File: config.mk
export PLATFORM = sky130hd
export DESIGN_NAME = cmn_pwm_mon_flat
export DESIGN_NICKNAME = d
export VERILOG_FILES = /design/src/rtl/cmn_pwm_mon_if.sv /design/src/rtl/cmn_pwm_mon.sv /design/src/flat_wrapper.sv
export SDC_FILE = /design/constraint.sdc
export NUM_CORES = 1
export LEC_CHECK = 0
export CAP_MARGIN = 20
export CORE_UTILIZATION = 45
export CTS_CLUSTER_DIAMETER = 150
export DETAILED_ROUTE_END_ITERATION = 6
export PLACE_DENSITY = 0.66
export SLEW_MARGIN = 15
export SYNTH_ARGS = -nofsm -noshare
export SYNTH_HDL_FRONTEND = slang
export SYNTH_SLANG_ARGS = --single-unit
File: constraint.sdc
create_clock -name clk -period 7.07 [get_ports clk]
set_input_delay 0.707 -clock clk [delete_from_list [all_inputs] [get_ports clk]]
set_output_delay 0.707 -clock clk [all_outputs]
set_load 0.005 [all_outputs]
File: src/rtl/cmn_pwm_mon_if.sv
// rtl/cmn_pwm_mon_if.sv - gate inputs, period marker and measurement/fault outputs of cmn_pwm_mon
interface cmn_pwm_mon_if;
    logic [7:0]  pwm_in;
    logic        period_start;
    logic        clear_faults;
    logic [39:0] duty_meas;
    logic [15:0] period_meas;
    logic        meas_valid;
    logic [3:0]  shoot_thru;
    logic [3:0]  deadband_err;
    logic        period_timeout;

    modport master (
        output pwm_in, period_start, clear_faults,
        input  duty_meas, period_meas, meas_valid, shoot_thru, deadband_err, period_timeout
    );

    modport slave (
        input  pwm_in, period_start, clear_faults,
        output duty_meas, period_meas, meas_valid, shoot_thru, deadband_err, period_timeout
    );
endinterface

File: src/rtl/cmn_pwm_mon.sv
// rtl/cmn_pwm_mon.sv - PWM gate monitor: on-time/period measurement, shoot-through, deadband and timeout flags (option CMN_PWM_MON_SYNC_EN)
module cmn_pwm_mon #(
    parameter int          DEADBAND_TIME = 5,
    parameter logic [15:0] MAX_PERIOD    = 16'd50000,
    parameter int          PRESCALE      = 1
) (
    input  logic          clk,
    input  logic          reset,
    cmn_pwm_mon_if.slave  bus
);
    localparam int DBW = $clog2(DEADBAND_TIME + 1);
    localparam logic [DBW-1:0] DB_LOAD  = DBW'(DEADBAND_TIME);
    localparam logic [7:0]     PRE_LAST = 8'(PRESCALE - 1);

    typedef enum logic {IDLE, MEASURE} state_t;

    logic [7:0] pwm;
    logic       ps;

`ifdef CMN_PWM_MON_SYNC_EN
    logic [7:0] pwm_s1, pwm_s2;
    logic [1:0] ps_dly;
    always_ff @(posedge clk) begin
        if (reset) begin
            pwm_s1 <= '0;
            pwm_s2 <= '0;
            ps_dly <= '0;
        end else begin
            pwm_s1 <= bus.pwm_in;
            pwm_s2 <= pwm_s1;
            ps_dly <= {ps_dly[0], bus.period_start};
        end
    end
    assign pwm = pwm_s2;
    assign ps  = ps_dly[1];
`else
    assign pwm = bus.pwm_in;
    assign ps  = bus.period_start;
`endif

    state_t           state, state_nx;
    logic [15:0]      period_cnt;
    logic [9:0]       on_cnt [4];
    logic [7:0]       presc, presc_eff, presc_nx;
    logic             tick, latch_meas, timeout_evt, counting;
    logic [7:0]       pwm_prev;
    logic [DBW-1:0]   db_h [4], db_l [4], db_h_cur [4], db_l_cur [4];
    logic [3:0]       st_evt, db_evt;
    logic [39:0]      duty_r;
    logic [15:0]      period_r;
    logic             valid_r, timeout_r;
    logic [3:0]       shoot_r, dberr_r;

    always_ff @(posedge clk) begin
        if (reset) state <= IDLE;
        else       state <= state_nx;
    end

    always_comb begin
        state_nx = state;
        case (state)
            IDLE:    if (ps) state_nx = MEASURE;
            MEASURE: if (!ps && period_cnt >= MAX_PERIOD) state_nx = IDLE;
            default: state_nx = IDLE;
        endcase
    end

    always_comb begin
        latch_meas  = (state == MEASURE) && ps;
        timeout_evt = (state == MEASURE) && !ps && (period_cnt >= MAX_PERIOD);
        counting    = (state == MEASURE) && !timeout_evt;
    end

    // The marker cycle itself is the first cycle of the new period, so the
    // prescaler phase is forced to 0 for it.
    always_comb begin
        presc_eff = ps ? 8'd0 : presc;
        tick      = (presc_eff == PRE_LAST);
        presc_nx  = tick ? 8'd0 : presc_eff + 8'd1;
    end

    always_ff @(posedge clk) begin
        if (reset) begin
            period_cnt <= '0;
            presc      <= '0;
            for (int k = 0; k < 4; k++) on_cnt[k] <= '0;
        end else if (ps) begin
            period_cnt <= 16'd1;
            presc      <= presc_nx;
            for (int k = 0; k < 4; k++) on_cnt[k] <= {9'd0, tick & pwm[2*k]};
        end else if (counting) begin
            if (period_cnt != 16'hFFFF) period_cnt <= period_cnt + 16'd1;
            presc <= presc_nx;
            for (int k = 0; k < 4; k++)
                if (tick && pwm[2*k] && on_cnt[k] != 10'h3FF) on_cnt[k] <= on_cnt[k] + 10'd1;
        end else begin
            period_cnt <= '0;
            presc      <= '0;
            for (int k = 0; k < 4; k++) on_cnt[k] <= '0;
        end
    end

    always_ff @(posedge clk) begin
        if (reset) begin
            duty_r   <= '0;
            period_r <= '0;
            valid_r  <= 1'b0;
        end else begin
            valid_r <= latch_meas;
            if (latch_meas) begin
                duty_r   <= {on_cnt[3], on_cnt[2], on_cnt[1], on_cnt[0]};
                period_r <= period_cnt;
            end
        end
    end

    // A falling leg loads its guard counter in the same cycle, so a complementary
    // rise coinciding with the fall already sees a nonzero guard.
    always_comb begin
        for (int k = 0; k < 4; k++) begin
            db_h_cur[k] = (pwm_prev[2*k]   && !pwm[2*k])   ? DB_LOAD : db_h[k];
            db_l_cur[k] = (pwm_prev[2*k+1] && !pwm[2*k+1]) ? DB_LOAD : db_l[k];
            st_evt[k]   = pwm[2*k] && pwm[2*k+1];
            db_evt[k]   = (!pwm_prev[2*k+1] && pwm[2*k+1] && db_h_cur[k] != '0) ||
                          (!pwm_prev[2*k]   && pwm[2*k]   && db_l_cur[k] != '0);
        end
    end

    always_ff @(posedge clk) begin
        if (reset) begin
            pwm_prev  <= '0;
            shoot_r   <= '0;
            dberr_r   <= '0;
            timeout_r <= 1'b0;
            for (int k = 0; k < 4; k++) begin
                db_h[k] <= '0;
                db_l[k] <= '0;
            end
        end else begin
            pwm_prev  <= pwm;
            shoot_r   <= (bus.clear_faults ? 4'd0 : shoot_r) | st_evt;
            dberr_r   <= (bus.clear_faults ? 4'd0 : dberr_r) | db_evt;
            timeout_r <= (bus.clear_faults ? 1'b0 : timeout_r) | timeout_evt;
            for (int k = 0; k < 4; k++) begin
                db_h[k] <= (db_h_cur[k] != '0) ? db_h_cur[k] - DBW'(1) : '0;
                db_l[k] <= (db_l_cur[k] != '0) ? db_l_cur[k] - DBW'(1) : '0;
            end
        end
    end

    assign bus.duty_meas      = duty_r;
    assign bus.period_meas    = period_r;
    assign bus.meas_valid     = valid_r;
    assign bus.shoot_thru     = shoot_r;
    assign bus.deadband_err   = dberr_r;
    assign bus.period_timeout = timeout_r;
endmodule

File: src/flat_wrapper.sv
// flat-port wrapper written by rule: the top's interface ports become plain ports
module cmn_pwm_mon_flat 
#(
    parameter int          DEADBAND_TIME = 5,
    parameter logic [15:0] MAX_PERIOD    = 16'd50000,
    parameter int          PRESCALE      = 1
)
  (clk, reset, bus_pwm_in, bus_period_start, bus_clear_faults, bus_duty_meas, bus_period_meas, bus_meas_valid, bus_shoot_thru, bus_deadband_err, bus_period_timeout);
  cmn_pwm_mon_if bus_i ();
  input  logic clk;
  input  logic reset;
  input wire logic [$bits(bus_i.pwm_in)-1:0] bus_pwm_in;
  input wire logic [$bits(bus_i.period_start)-1:0] bus_period_start;
  input wire logic [$bits(bus_i.clear_faults)-1:0] bus_clear_faults;
  output wire logic [$bits(bus_i.duty_meas)-1:0] bus_duty_meas;
  output wire logic [$bits(bus_i.period_meas)-1:0] bus_period_meas;
  output wire logic [$bits(bus_i.meas_valid)-1:0] bus_meas_valid;
  output wire logic [$bits(bus_i.shoot_thru)-1:0] bus_shoot_thru;
  output wire logic [$bits(bus_i.deadband_err)-1:0] bus_deadband_err;
  output wire logic [$bits(bus_i.period_timeout)-1:0] bus_period_timeout;
  assign bus_i.pwm_in = bus_pwm_in;
  assign bus_i.period_start = bus_period_start;
  assign bus_i.clear_faults = bus_clear_faults;
  assign bus_duty_meas = bus_i.duty_meas;
  assign bus_period_meas = bus_i.period_meas;
  assign bus_meas_valid = bus_i.meas_valid;
  assign bus_shoot_thru = bus_i.shoot_thru;
  assign bus_deadband_err = bus_i.deadband_err;
  assign bus_period_timeout = bus_i.period_timeout;
  cmn_pwm_mon #(.DEADBAND_TIME(DEADBAND_TIME), .MAX_PERIOD(MAX_PERIOD), .PRESCALE(PRESCALE)) u_core (.clk(clk), .reset(reset), .bus(bus_i));
endmodule
; Word-level counts from Yosys, hierarchy flattened
; Memories as Yosys holds them, arrays and structs flattened.
; Cells that the tools add are included.
[totals]
regBits = 99
ramBits = 64
word_cells = 215
mem_count = 3
[mem_list]
columns = memory, depth, word_bits, read_ports, rd_ports_with_merged_regs, wr, line
row1 = u_core.on_cnt, 4, 10, 4, 0, 4, cmn_pwm_mon.sv:43  ; logic [9:0] on_cnt [4];
row2 = u_core.db_h, 4, 3, 4, 0, 4, cmn_pwm_mon.sv:47  ; logic [DBW-1:0] db_h [4], db_l [4], db_h_cur [4], db_l_cur [4];
row3 = u_core.db_l, 4, 3, 4, 0, 4, cmn_pwm_mon.sv:47
[op_classes]
addsub = 14
magnitude_cmp = 1
n_eq_ne = 6
muxes = 78
bitwise = 29
reduce_logical = 73
[ops]
columns = cell, count
row1 = 2-to-1 mux 10 bit, 12
row2 = 2-to-1 mux 3 bit, 24
row3 = logical AND 1 bit, 41
row4 = adder 10 x 1 -> 10 bit (second input constant), 4
row5 = inequality test 10 bit (second input constant), 4
row6 = 2-to-1 mux 1 bit, 35
row7 = 2-to-1 mux 8 bit, 4
row8 = nonzero test 3 bit, 8
row9 = subtractor 3 x 1 -> 3 bit (second input constant), 8
row10 = bitwise OR 1 bit, 21
row11 = zero test 1 bit, 18
row12 = adder 16 x 1 -> 16 bit (second input constant), 1
row13 = greater-or-equal comparator 16 bit (second input constant), 1
row14 = inequality test 16 bit (second input constant), 1
row15 = adder 8 x 1 -> 8 bit (second input constant), 1
row16 = zero test 8 bit, 1
row17 = 2-to-1 mux 4 bit, 2
row18 = bitwise OR 4 bit, 2
row19 = bitwise AND 1 bit, 4
row20 = logical OR 1 bit, 4
row21 = inequality test 3 bit (second input constant), 1
row22 = OR reduction 3 bit, 1
row23 = inverter 1 bit, 2
row24 = case mux 1 bit (2 select lines), 1

; Logic depth before layout (Yosys ltp)
[logic_depth]
ltp_word = 11
ltp_mapped = 10
mapped_depth_nobuf = 8

; Worst setup path before layout
; No wires, ideal clock.
[synth_path]
path_type = input to register
start = input port bus_period_start
end = memory u_core.on_cnt[0][0]
arrival_ps = 2575
setup_slack_ps = 4362
stages = 10
cell_sequence = clkbuf_1 -> inv_1 -> nand2_1 -> ha_1 -> and2_1 -> a31oi_4 -> or4_4 -> buf_6 -> nand4_1 -> o311ai_2
[synth_lines]
columns = item, line
row1 = from (decl), flat_wrapper.sv:13  ; input wire logic [$bits(bus_i.period_start)-1:0] bus_period_start;
row2 = to (decl), cmn_pwm_mon.sv:43

==> flow_metrics.tcl <==
set metrics [dict create \
    fp-row-count 44 \
    worstSetupStartpointType "primary input" \
    fin_nets 894 \
    dr_total_vias 5788 \
    viasPerCell 5.49 \
    syn2layout_area_growth_pct 21.5 \
    synth_cells 791 \
    ys_seq_area_share_pct 48.7 \
    synth.area.mux_share_pct 0.742 \
    antenna_left 0 \
    grt_pass1_vias 5467 \
    dpl.hpwl_um 10600 \
    critPathKind "in2reg" \
    final_area_um2 8400 \
    grtUsageTotal_pct 20.6 \
    ir_worst_vdd_mv 0.157 \
    syn_nets 827 \
    synth_xor_area_share_pct 3.17 \
    htree_levels 4 \
    synth_compound_area_share_pct 14.2 \
    grt_pass1_wl_um 26200 \
    slew_headroom_pct 28.5 \
    fin_tns_setup_ns 0 \
    globalRouteOverflowTotal 0 \
    crit_chain "clkdlybuf4s50_1 -> nor2_2 -> o211ai_2 -> nor2_1 -> o2111ai_1 -> nand2_1" \
    min_path_type "reg2reg" \
    finalCritPeriodShare_pct 51.5 \
    clock_sink_count 163 \
    yosysWarnings 0 \
    power.leakage_nw 2.84 \
    initial_core_util_pct 46.8 \
    place_area_um2 7790 \
    synth_top_family_by_area "simple AND/OR/NAND/NOR gates" \
    final_core_util_pct 56.9 \
    end_kind "flip-flop" \
    async_reset_ff_share_pct 0 \
    max_freq_ghz 0.275 \
    syn-cell-area_um2 6910 \
    clock-root-buffer "clkbuf_16" \
    rsz0062_at_grt "false" \
    cap_violations 0 \
    p_total_mw 2.22 \
    drtIter0Drc 313 \
    cts_made_buffers 17 \
    yosys.area_share.adder_pct 4.35 \
    grt_max_degree 104 \
    die-area_um2 15900 \
    ys_ff_latch 163 \
    slowest_delay_ns 0.62 \
    fin_crit_ns 3.64 \
    fp.dieW_um 126 \
    cp_num_buf_inv 1 \
    tightest_slew_ns 1.07 \
    finalSetupViolCount 0 \
    cts_tree "yes" \
    hold_viol_final 0 \
    avgSynthCellArea_um2 8.74 \
    power.density_nw_per_um2 264 \
    holdWs_ns 0.420 \
    cts_setup_buffers 0 \
    slowest_stage "clkdlybuf4s50_1" \
    antenna_found_initial 0 \
    final_cell_mix "dfxtp_1 (153), nand2_1 (151), clkdlybuf4s50_1 (76)" \
    synth_cell_types 60 \
    synth_edf_count 10 \
    layout_commonest_cell "dfxtp_1" \
    wirelength_um 15400 \
    die_h_um 126 \
    route.detailed.drc 0 \
    ys.flop_type "dfxtp_1" \
    crit_fanout 12 \
    drive_gt1_share_pct 6.54 \
    core_um2 14800 \
    synth-simple-area-share_pct 26.0 \
    outcome "completed" \
    crit_family "simple AND/OR/NAND/NOR gates" \
    num_antenna_cells 0 \
    pin_count 78 \
    ctsHoldBuffers 0 \
    drv_slew 0 \
    port_buffers 77 \
    path_clk_slew_ns 0.06 \
    cp.arrival_ns 3.72 \
    cts_resized 0 \
    globalplace.congestion 0.855 \
    final.setup_skew_ns 0.00619 \
    wl_per_cell_um 14.6 \
    first_pass_iters 5 \
    clk_latency_ns 0.43 \
    critical_path_required_ns 7.15 \
    clockBufferDepth 2 \
]
sequential cells by signal, summed over array words and instances, names as in the netlist:
signal                     cells
u_core.pwm_prev                8
u_core.bus.shoot_thru          4
u_core.presc                   8
u_core.bus.deadband_err        4
u_core.state                   1
u_core.db_h                   12
u_core.bus.period_meas        16
u_core.on_cnt                 40
u_core.period_cnt             16
u_core.bus.meas_valid          1
u_core.bus.duty_meas          40
u_core.db_l                   12
u_core.bus.period_timeout      1
power breakdown:
part,switching [mW],internal (mW)
clock network,0.379,0.523
registers,0.0329,1.00
logic,0.152,0.126
final cells by class:
type | instances | area [µm²]
fillers | 1340 | 6360
clock inverters | 15 | 156
clock buffers | 17 | 425
inverters | 16 | 60.1
multi-input cells | 579 | 3350
repair buffers | 81 | 808
flip-flops and latches | 163 | 3360
well taps | 184 | 230
through the flow:
step,setup slack (ns),std cells
after floorplan,4.36,791
after global placement,3.20,1021
after detailed placement,3.03,1022
after CTS,3.48,1054
after global routing,2.97,1055
final,3.43,1055
layer usage:
layer	GRT usage, %	part of all wire, %	up-vias	wire [µm]
met4	6.87	1.3	0	203
met2	33.8	47	136	7280
met3	4.80	4.6	17	708
li1	-	-	2899	-
met5	0	0	-	0
met1	26.7	47	2736	7160
path summary, 6_finish.rpt:
path / slack [ns] / to / start / cells after the start
worst max register to register: 3.97 / u_core.on_cnt[3][3] / u_core.period_cnt[10] / 5
worst max-delay path: 3.43 / u_core.on_cnt[3][3] / bus_period_start / 6
worst min-delay path: 0.42 / u_core.db_h[0][0] / u_core.db_h[0][0] / 1
worst min register to register: 0.42 / u_core.db_h[0][0] / u_core.db_h[0][0] / 1
Yosys cell counts (2+ instances only):
cell      number  share of area (%)
a211oi_1       5               0.54
a21o_1         2               0.22
a21oi_1       74                5.4
a221oi_1       2               0.25
a22oi_1        6               0.65
a31o_2         3               0.38
a31oi_1        4               0.36
and2_1         8               0.72
and3_1         7               0.63
and4_1         2               0.25
buf_1          5               0.27
buf_2          4               0.29
clkbuf_1      23                1.2
dfxtp_1      153                 44
edfxtp_1      10                4.3
ha_1          24                4.3
inv_1         15               0.81
mux2i_1        4               0.58
nand2_1      152                8.3
nand2b_1      11                1.0
nand3_1       36                2.6
nand4_1        8               0.72
nor2_1        75                4.1
nor2b_1       18                1.6
nor3_1        26                1.9
nor3b_1        4               0.43
nor4_1        10               0.91
nor4_4         4                1.2
o211ai_1       8               0.87
o21a_1         4               0.43
o21ai_0       14                1.0
o311ai_0       4               0.51
o31ai_1        7               0.76
o31ai_2        3               0.54
or3_1          4               0.36
or4_1          5               0.54
xnor2_1       17                2.2
xor2_1         8                1.0
kinds of logic (layout without fill, tap and decap cells):
family | after synthesis | count (layout)
mux | 5 | 5
simple gates | 376 | 376
fa+ha+maj | 24 | 24
buf+inv | 49 | 129
xor+xnor | 25 | 25
flops | 163 | 163
compound gates | 149 | 149
Note: power is estimated with default switching activity, not from simulation.
